--- src/rtl/traffic_lanes_if.sv ---
// rtl/traffic_lanes_if.sv - control, query and pixel bundle for traffic_lanes
interface traffic_lanes_if #(
  parameter int WIDTH = 16,
  parameter int LANES = 4,
  parameter int DIV_W = 8
);
  logic                       enable;
  logic                       seed_load;
  logic [15:0]                seed;
  logic [LANES-1:0]           lane_dir;
  logic [LANES*DIV_W-1:0]     lane_period;
  logic [4:0]                 density;
  logic [2:0]                 frog_lane;
  logic [$clog2(WIDTH)-1:0]   frog_col;
  logic [LANES*WIDTH-1:0]     pixels;
  logic [LANES-1:0]           lane_step;
  logic                       hit;

  modport master (
    output enable, seed_load, seed, lane_dir, lane_period, density, frog_lane, frog_col,
    input  pixels, lane_step, hit
  );

  modport slave (
    input  enable, seed_load, seed, lane_dir, lane_period, density, frog_lane, frog_col,
    output pixels, lane_step, hit
  );
endinterface

--- src/rtl/traffic_lanes.sv ---
// rtl/traffic_lanes.sv - LFSR-spawned scrolling car lanes; TRAFFIC_HIT_EN enables the cell query
module traffic_lanes #(
  parameter int WIDTH   = 16,
  parameter int LANES   = 4,
  parameter int DIV_W   = 8,
  parameter int MIN_GAP = 2
) (
  input  logic            clock,
  input  logic            reset,
  traffic_lanes_if.slave  bus
);
  localparam int GAP_W = $clog2(MIN_GAP + 2);
  localparam logic [GAP_W-1:0] GAP_SAT = GAP_W'(MIN_GAP);
  localparam logic [15:0] LFSR_INIT = 16'hACE1;

  logic [15:0]            lfsr_q, lfsr_d;
  logic [LANES*WIDTH-1:0] pixels_q, pixels_d;
  logic [LANES-1:0]       lane_step_q, lane_step_d;
  logic [DIV_W-1:0]       cnt_q [LANES];
  logic [DIV_W-1:0]       cnt_d [LANES];
  logic [GAP_W-1:0]       gap_q [LANES];
  logic [GAP_W-1:0]       gap_d [LANES];
  logic                   hit_q, hit_d;

  always_comb begin
    logic [DIV_W-1:0] period;
    logic [WIDTH-1:0] lane;
    logic             spawn;
    logic             ins;
    lfsr_d      = lfsr_q;
    pixels_d    = pixels_q;
    lane_step_d = '0;
    cnt_d       = cnt_q;
    gap_d       = gap_q;
    period      = '0;
    lane        = '0;
    spawn       = 1'b0;
    ins         = 1'b0;

    if (bus.seed_load) begin
      lfsr_d = (bus.seed == 16'h0) ? LFSR_INIT : bus.seed;
    end else if (bus.enable) begin
      lfsr_d = {1'b0, lfsr_q[15:1]} ^ (lfsr_q[0] ? 16'hB400 : 16'h0000);
    end

    if (bus.enable) begin
      for (int i = 0; i < LANES; i++) begin
        period = bus.lane_period[i*DIV_W +: DIV_W];
        lane   = pixels_q[i*WIDTH +: WIDTH];
        // ">=" lets a counter stranded above a freshly lowered period wrap at once
        if (cnt_q[i] >= period) begin
          cnt_d[i]       = '0;
          lane_step_d[i] = 1'b1;
          spawn          = ({1'b0, lfsr_q[4*(i%4) +: 4]} < bus.density);
          ins            = spawn && (gap_q[i] >= GAP_SAT);
          if (ins)
            gap_d[i] = '0;
          else if (gap_q[i] >= GAP_SAT)
            gap_d[i] = GAP_SAT;
          else
            gap_d[i] = gap_q[i] + 1'b1;
          pixels_d[i*WIDTH +: WIDTH] = bus.lane_dir[i] ? {ins, lane[WIDTH-1:1]}
                                                       : {lane[WIDTH-2:0], ins};
        end else begin
          cnt_d[i] = cnt_q[i] + 1'b1;
        end
      end
    end
  end

`ifdef TRAFFIC_HIT_EN
  always_comb begin
    hit_d = 1'b0;
    for (int l = 0; l < LANES; l++) begin
      for (int c = 0; c < WIDTH; c++) begin
        if ((int'(bus.frog_lane) == l) && (int'(bus.frog_col) == c))
          hit_d = pixels_q[l*WIDTH + c];
      end
    end
  end
`else
  logic unused_frog;
  assign unused_frog = ^{bus.frog_lane, bus.frog_col};
  assign hit_d = 1'b0;
`endif

  always_ff @(posedge clock) begin
    if (reset) begin
      lfsr_q      <= LFSR_INIT;
      pixels_q    <= '0;
      lane_step_q <= '0;
      hit_q       <= 1'b0;
      for (int i = 0; i < LANES; i++) begin
        cnt_q[i] <= '0;
        gap_q[i] <= GAP_SAT;
      end
    end else begin
      lfsr_q      <= lfsr_d;
      pixels_q    <= pixels_d;
      lane_step_q <= lane_step_d;
      hit_q       <= hit_d;
      for (int i = 0; i < LANES; i++) begin
        cnt_q[i] <= cnt_d[i];
        gap_q[i] <= gap_d[i];
      end
    end
  end

  assign bus.pixels    = pixels_q;
  assign bus.lane_step = lane_step_q;
  assign bus.hit       = hit_q;
endmodule

--- src/flat_wrapper.sv ---
// flat-port wrapper written by rule: the top's interface ports become plain ports
module traffic_lanes_flat 
#(
  parameter int WIDTH   = 16,
  parameter int LANES   = 4,
  parameter int DIV_W   = 8,
  parameter int MIN_GAP = 2
)
  (clock, reset, bus_enable, bus_seed_load, bus_seed, bus_lane_dir, bus_lane_period, bus_density, bus_frog_lane, bus_frog_col, bus_pixels, bus_lane_step, bus_hit);
  traffic_lanes_if #(.WIDTH(WIDTH), .LANES(LANES), .DIV_W(DIV_W)) bus_i ();
  input  logic clock;
  input  logic reset;
  input wire logic [$bits(bus_i.enable)-1:0] bus_enable;
  input wire logic [$bits(bus_i.seed_load)-1:0] bus_seed_load;
  input wire logic [$bits(bus_i.seed)-1:0] bus_seed;
  input wire logic [$bits(bus_i.lane_dir)-1:0] bus_lane_dir;
  input wire logic [$bits(bus_i.lane_period)-1:0] bus_lane_period;
  input wire logic [$bits(bus_i.density)-1:0] bus_density;
  input wire logic [$bits(bus_i.frog_lane)-1:0] bus_frog_lane;
  input wire logic [$bits(bus_i.frog_col)-1:0] bus_frog_col;
  output wire logic [$bits(bus_i.pixels)-1:0] bus_pixels;
  output wire logic [$bits(bus_i.lane_step)-1:0] bus_lane_step;
  output wire logic [$bits(bus_i.hit)-1:0] bus_hit;
  assign bus_i.enable = bus_enable;
  assign bus_i.seed_load = bus_seed_load;
  assign bus_i.seed = bus_seed;
  assign bus_i.lane_dir = bus_lane_dir;
  assign bus_i.lane_period = bus_lane_period;
  assign bus_i.density = bus_density;
  assign bus_i.frog_lane = bus_frog_lane;
  assign bus_i.frog_col = bus_frog_col;
  assign bus_pixels = bus_i.pixels;
  assign bus_lane_step = bus_i.lane_step;
  assign bus_hit = bus_i.hit;
  traffic_lanes #(.WIDTH(WIDTH), .LANES(LANES), .DIV_W(DIV_W), .MIN_GAP(MIN_GAP)) u_core (.clock(clock), .reset(reset), .bus(bus_i));
endmodule
--- config.mk ---
export PLATFORM = sky130hd
export DESIGN_NAME = traffic_lanes_flat
export DESIGN_NICKNAME = d
export VERILOG_FILES = /design/src/rtl/traffic_lanes_if.sv /design/src/rtl/traffic_lanes.sv /design/src/flat_wrapper.sv
export SDC_FILE = /design/constraint.sdc
export NUM_CORES = 1
export LEC_CHECK = 0
export ABC_AREA = 0
export ABC_CLOCK_PERIOD_IN_PS = 5000
export CAP_MARGIN = 20
export CELL_PAD_IN_SITES_DETAIL_PLACEMENT = 0
export CELL_PAD_IN_SITES_GLOBAL_PLACEMENT = 1
export CORE_ASPECT_RATIO = 0.5
export CORE_MARGIN = 4
export CORE_UTILIZATION = 43
export DETAILED_ROUTE_END_ITERATION = 16
export GPL_TIMING_DRIVEN = 0
export PLACE_DENSITY = 0.93
export SLEW_MARGIN = 30
export SYNTH_ARGS = -nofsm -noshare
export SYNTH_HDL_FRONTEND = slang
export SYNTH_SLANG_ARGS = --single-unit
--- constraint.sdc ---
create_clock -name clock -period 5 [get_ports clock]
set_clock_uncertainty 0.1 [all_clocks]
set_input_delay 0.75 -clock clock [delete_from_list [all_inputs] [get_ports clock]]
set_output_delay 0.75 -clock clock [all_outputs]
set_load 0.01 [all_outputs]
==> flow_summary.yaml <==
grt:
  grt_max_degree: 17
  grt_pass1_vias: 5689
  gr-total-overflow: 0
  grt_pass1_wl_mm: 28.6
  grt_usage_pct: 18.6
  antenna_found_initial: 0
detailed_routing:
  vias: 6010
  drt-vias-per-instance: 5.48
  detail-route-antenna-nets: 0
  drt-total-wl_mm: 17.4
  wl_per_cell_um: 15.9
  drc: 0
  first_iter_violations: 342
  drtPass1Iterations: 5
die:
  io_pins: 137
  die-area_um2: 18200
  core-area_um2: 15500
  row_count: 32
  start_util_pct: 44.2
  die_w_um: 187
  die_h_um: 97.4
synth:
  yosys-top-cells-area: "dfxtp_1, mux2i_1, ha_1, a21oi_1, nor2_1"
  netlist_area_um2: 6870
  synth_compound_area_share_pct: 20.6
  syn_inst: 740
  synth-seq-cells: 124
  synth_edf_count: 0
  synth.avg_cell_area_um2: 9.29
  synth-main-ff-cell: "dfxtp_1"
  synth_mux_area_share_pct: 10.7
  synthXorXnorAreaFrac_pct: 2.80
  synth_area_leader_cell: "dfxtp_1"
  synth.distinct_cells: 63
  synth_most_common_cell: "dfxtp_1"
  synth_fp_nets: 856
  async_flop_share_pct: 0
  yosys.area_share.simple_pct: 15.0
  yosysWarnings: 0
  synth_common_cells: "dfxtp_1, mux2i_1, nor2_1"
  synth_top_area_share_pct: 36.1
  yosysSeqAreaShare_pct: 36.1
  synth_adder_area_share_pct: 8.74
  synth_top_family_by_area: "compound AO/OA/AOI/OAI gates"
timing:
  slew_headroom_pct: 44.3
  finalSetupTns_ns: 0
  final_max_slew_viol_count: 0
  setup_viol: 0
  finalCriticalPeriod_ns: 2.76
  hold_viol: 0
  fin_crit_sh_pct: 55.2
  worstMarginPinSlew_ns: 0.835
  holdWs_ns: 0.397
  max_freq_ghz: 0.363
  rsz0062_at_grt: "no"
job:
  maxCapViolCount: 0
clocking:
  htreeDepth: 4
  cts_setup_buffers: 0
  cts.sinks: 124
  ctsHoldBuffers: 0
  root_buffer: "clkbuf_16"
  path_clk_slew_ns: 0.06
  clockBufferDepth: 2
  clock_latency_ns: 0.42
  tritoncts: "built"
  cts_made_buffers: 17
  ctsResizeCount: 0
setup_path:
  required_ns: 5.20
  crit_path_end_kind: "flop"
  cp-start-kind: "primary input"
  cp_max_fo: 10
  critical_path_arrival_ns: 2.96
  rrSetupSlack_ns: 2.53
  critPathKind: "primary input to flop"
placed_design:
  post_dp_cell_area_um2: 8340
  place_hpwl_mm: 12.8
  gp_congestion: 0.851
  portBuffers: 121
layout:
  layout-drive-gt1-share_pct: 11.3
  nets: 996
  syn_to_final_growth_pct: 30.9
  stdcell_area_um2: 9000
  utilization_pct: 57.9
  diodes: 0
power:
  design_power_total_mw: 2.66
  p_leak_nw: 3.49
  vdd_ir_drop_max_mv: 0.266
  power_density_nw_per_um2: 296
status:
  status: "finished clean"
min_path:
  min_path_type: "flop to flop"
-- report_power, final --
part           internal (mW)  switching, mW  leakage, nW  total [mW]
logic                  0.124          0.137         2.18       0.261
registers               1.00         0.0163         1.00        1.02
clock network          0.899          0.481        0.309        1.38
-- per-layer routing --
metal	share of wire (%)	track usage, %	wire length (µm)
met5	0	0	0
met4	1.0	5.00	178
met2	46	29.9	8030
met3	4.9	4.06	847
met1	48	25.5	8360
-- through the flow --
| stage | cells | setup WS [ns] |
|---|---|---|
| CTS | 1097 | 2.25 |
| floorplan | 740 | 2.46 |
| global route | 1097 | 2.12 |
| detailed placement | 1065 | 1.81 |
| finish | 1097 | 2.24 |
| global placement | 1065 | 1.88 |
-- registers in the layout, indices dropped and copies added, names as in the netlist --
register	flops
u_core.bus.lane_step	4
u_core.gap_q	8
u_core.cnt_q	32
u_core.bus.pixels	64
u_core.lfsr_q	16
-- placed cells by master (no fill, tap or decap), drive strengths merged, types with 3 or more instances in the layout --
cell           instances
dfxtp                124
clkdlybuf4s50        121
mux2i                 67
nor2                  66
a21oi                 56
nand2                 48
ha                    48
inv                   45
clkbuf                39
o2bb2ai               32
a211oi                30
buf                   24
nor3                  21
nand3                 17
o21ai                 16
nand4                 15
xnor2                 11
xor2                  11
nand2b                10
o22ai                  8
a31oi                  7
nor2b                  6
mux2                   6
bufinv                 5
o21a                   4
nor4                   4
clkinvlp               4
a2111oi                4
and3                   3
a31o                   3
o211ai                 3
o31ai                  3
o21bai                 3
clkinv                 3
-- path summary, 6_finish.rpt --
| check | from | to | cells after the start |
|---|---|---|---|
| min | u_core.bus.pixels[15] | u_core.bus.pixels[15] | 1 |
| min reg2reg | u_core.bus.pixels[15] | u_core.bus.pixels[15] | 1 |
| max | bus_lane_period[16] | u_core.bus.pixels[43] | 8 |
| max reg2reg | u_core.cnt_q[8] | u_core.bus.pixels[43] | 8 |
-- area by class of cell --
| cell class | count | area (µm²) |
|---|---|---|
| Clock inverter | 14 | 216 |
| Tap cell | 204 | 255 |
| Inverter | 43 | 161 |
| Sequential cell | 124 | 2480 |
| Clock buffer | 18 | 439 |
| Timing Repair Buffer | 121 | 1210 |
| Fill cell | 1328 | 6540 |
| Multi-Input combinational cell | 528 | 3980 |
| Buffer | 45 | 248 |
-- kinds of logic after synthesis --
kind of cell	Yosys count
buffers and inverters	88
XOR/XNOR	22
multiplexers	73
AO/OA/AOI/OAI	181
other	1
AND/OR/NAND/NOR	203
flip-flops	124
adder cells (fa/ha/maj)	48
-- worst max-delay path, stage by stage --
cell and delay [ns]:
clkdlybuf4s50_1 0.42, ha_1 0.29, nand2b_4 0.14, a2111oi_4 0.47, nor3_2 0.15, o21bai_2 0.34, buf_2 0.29, o2bb2ai_1 0.10
Power figures use the tool's default switching activity.
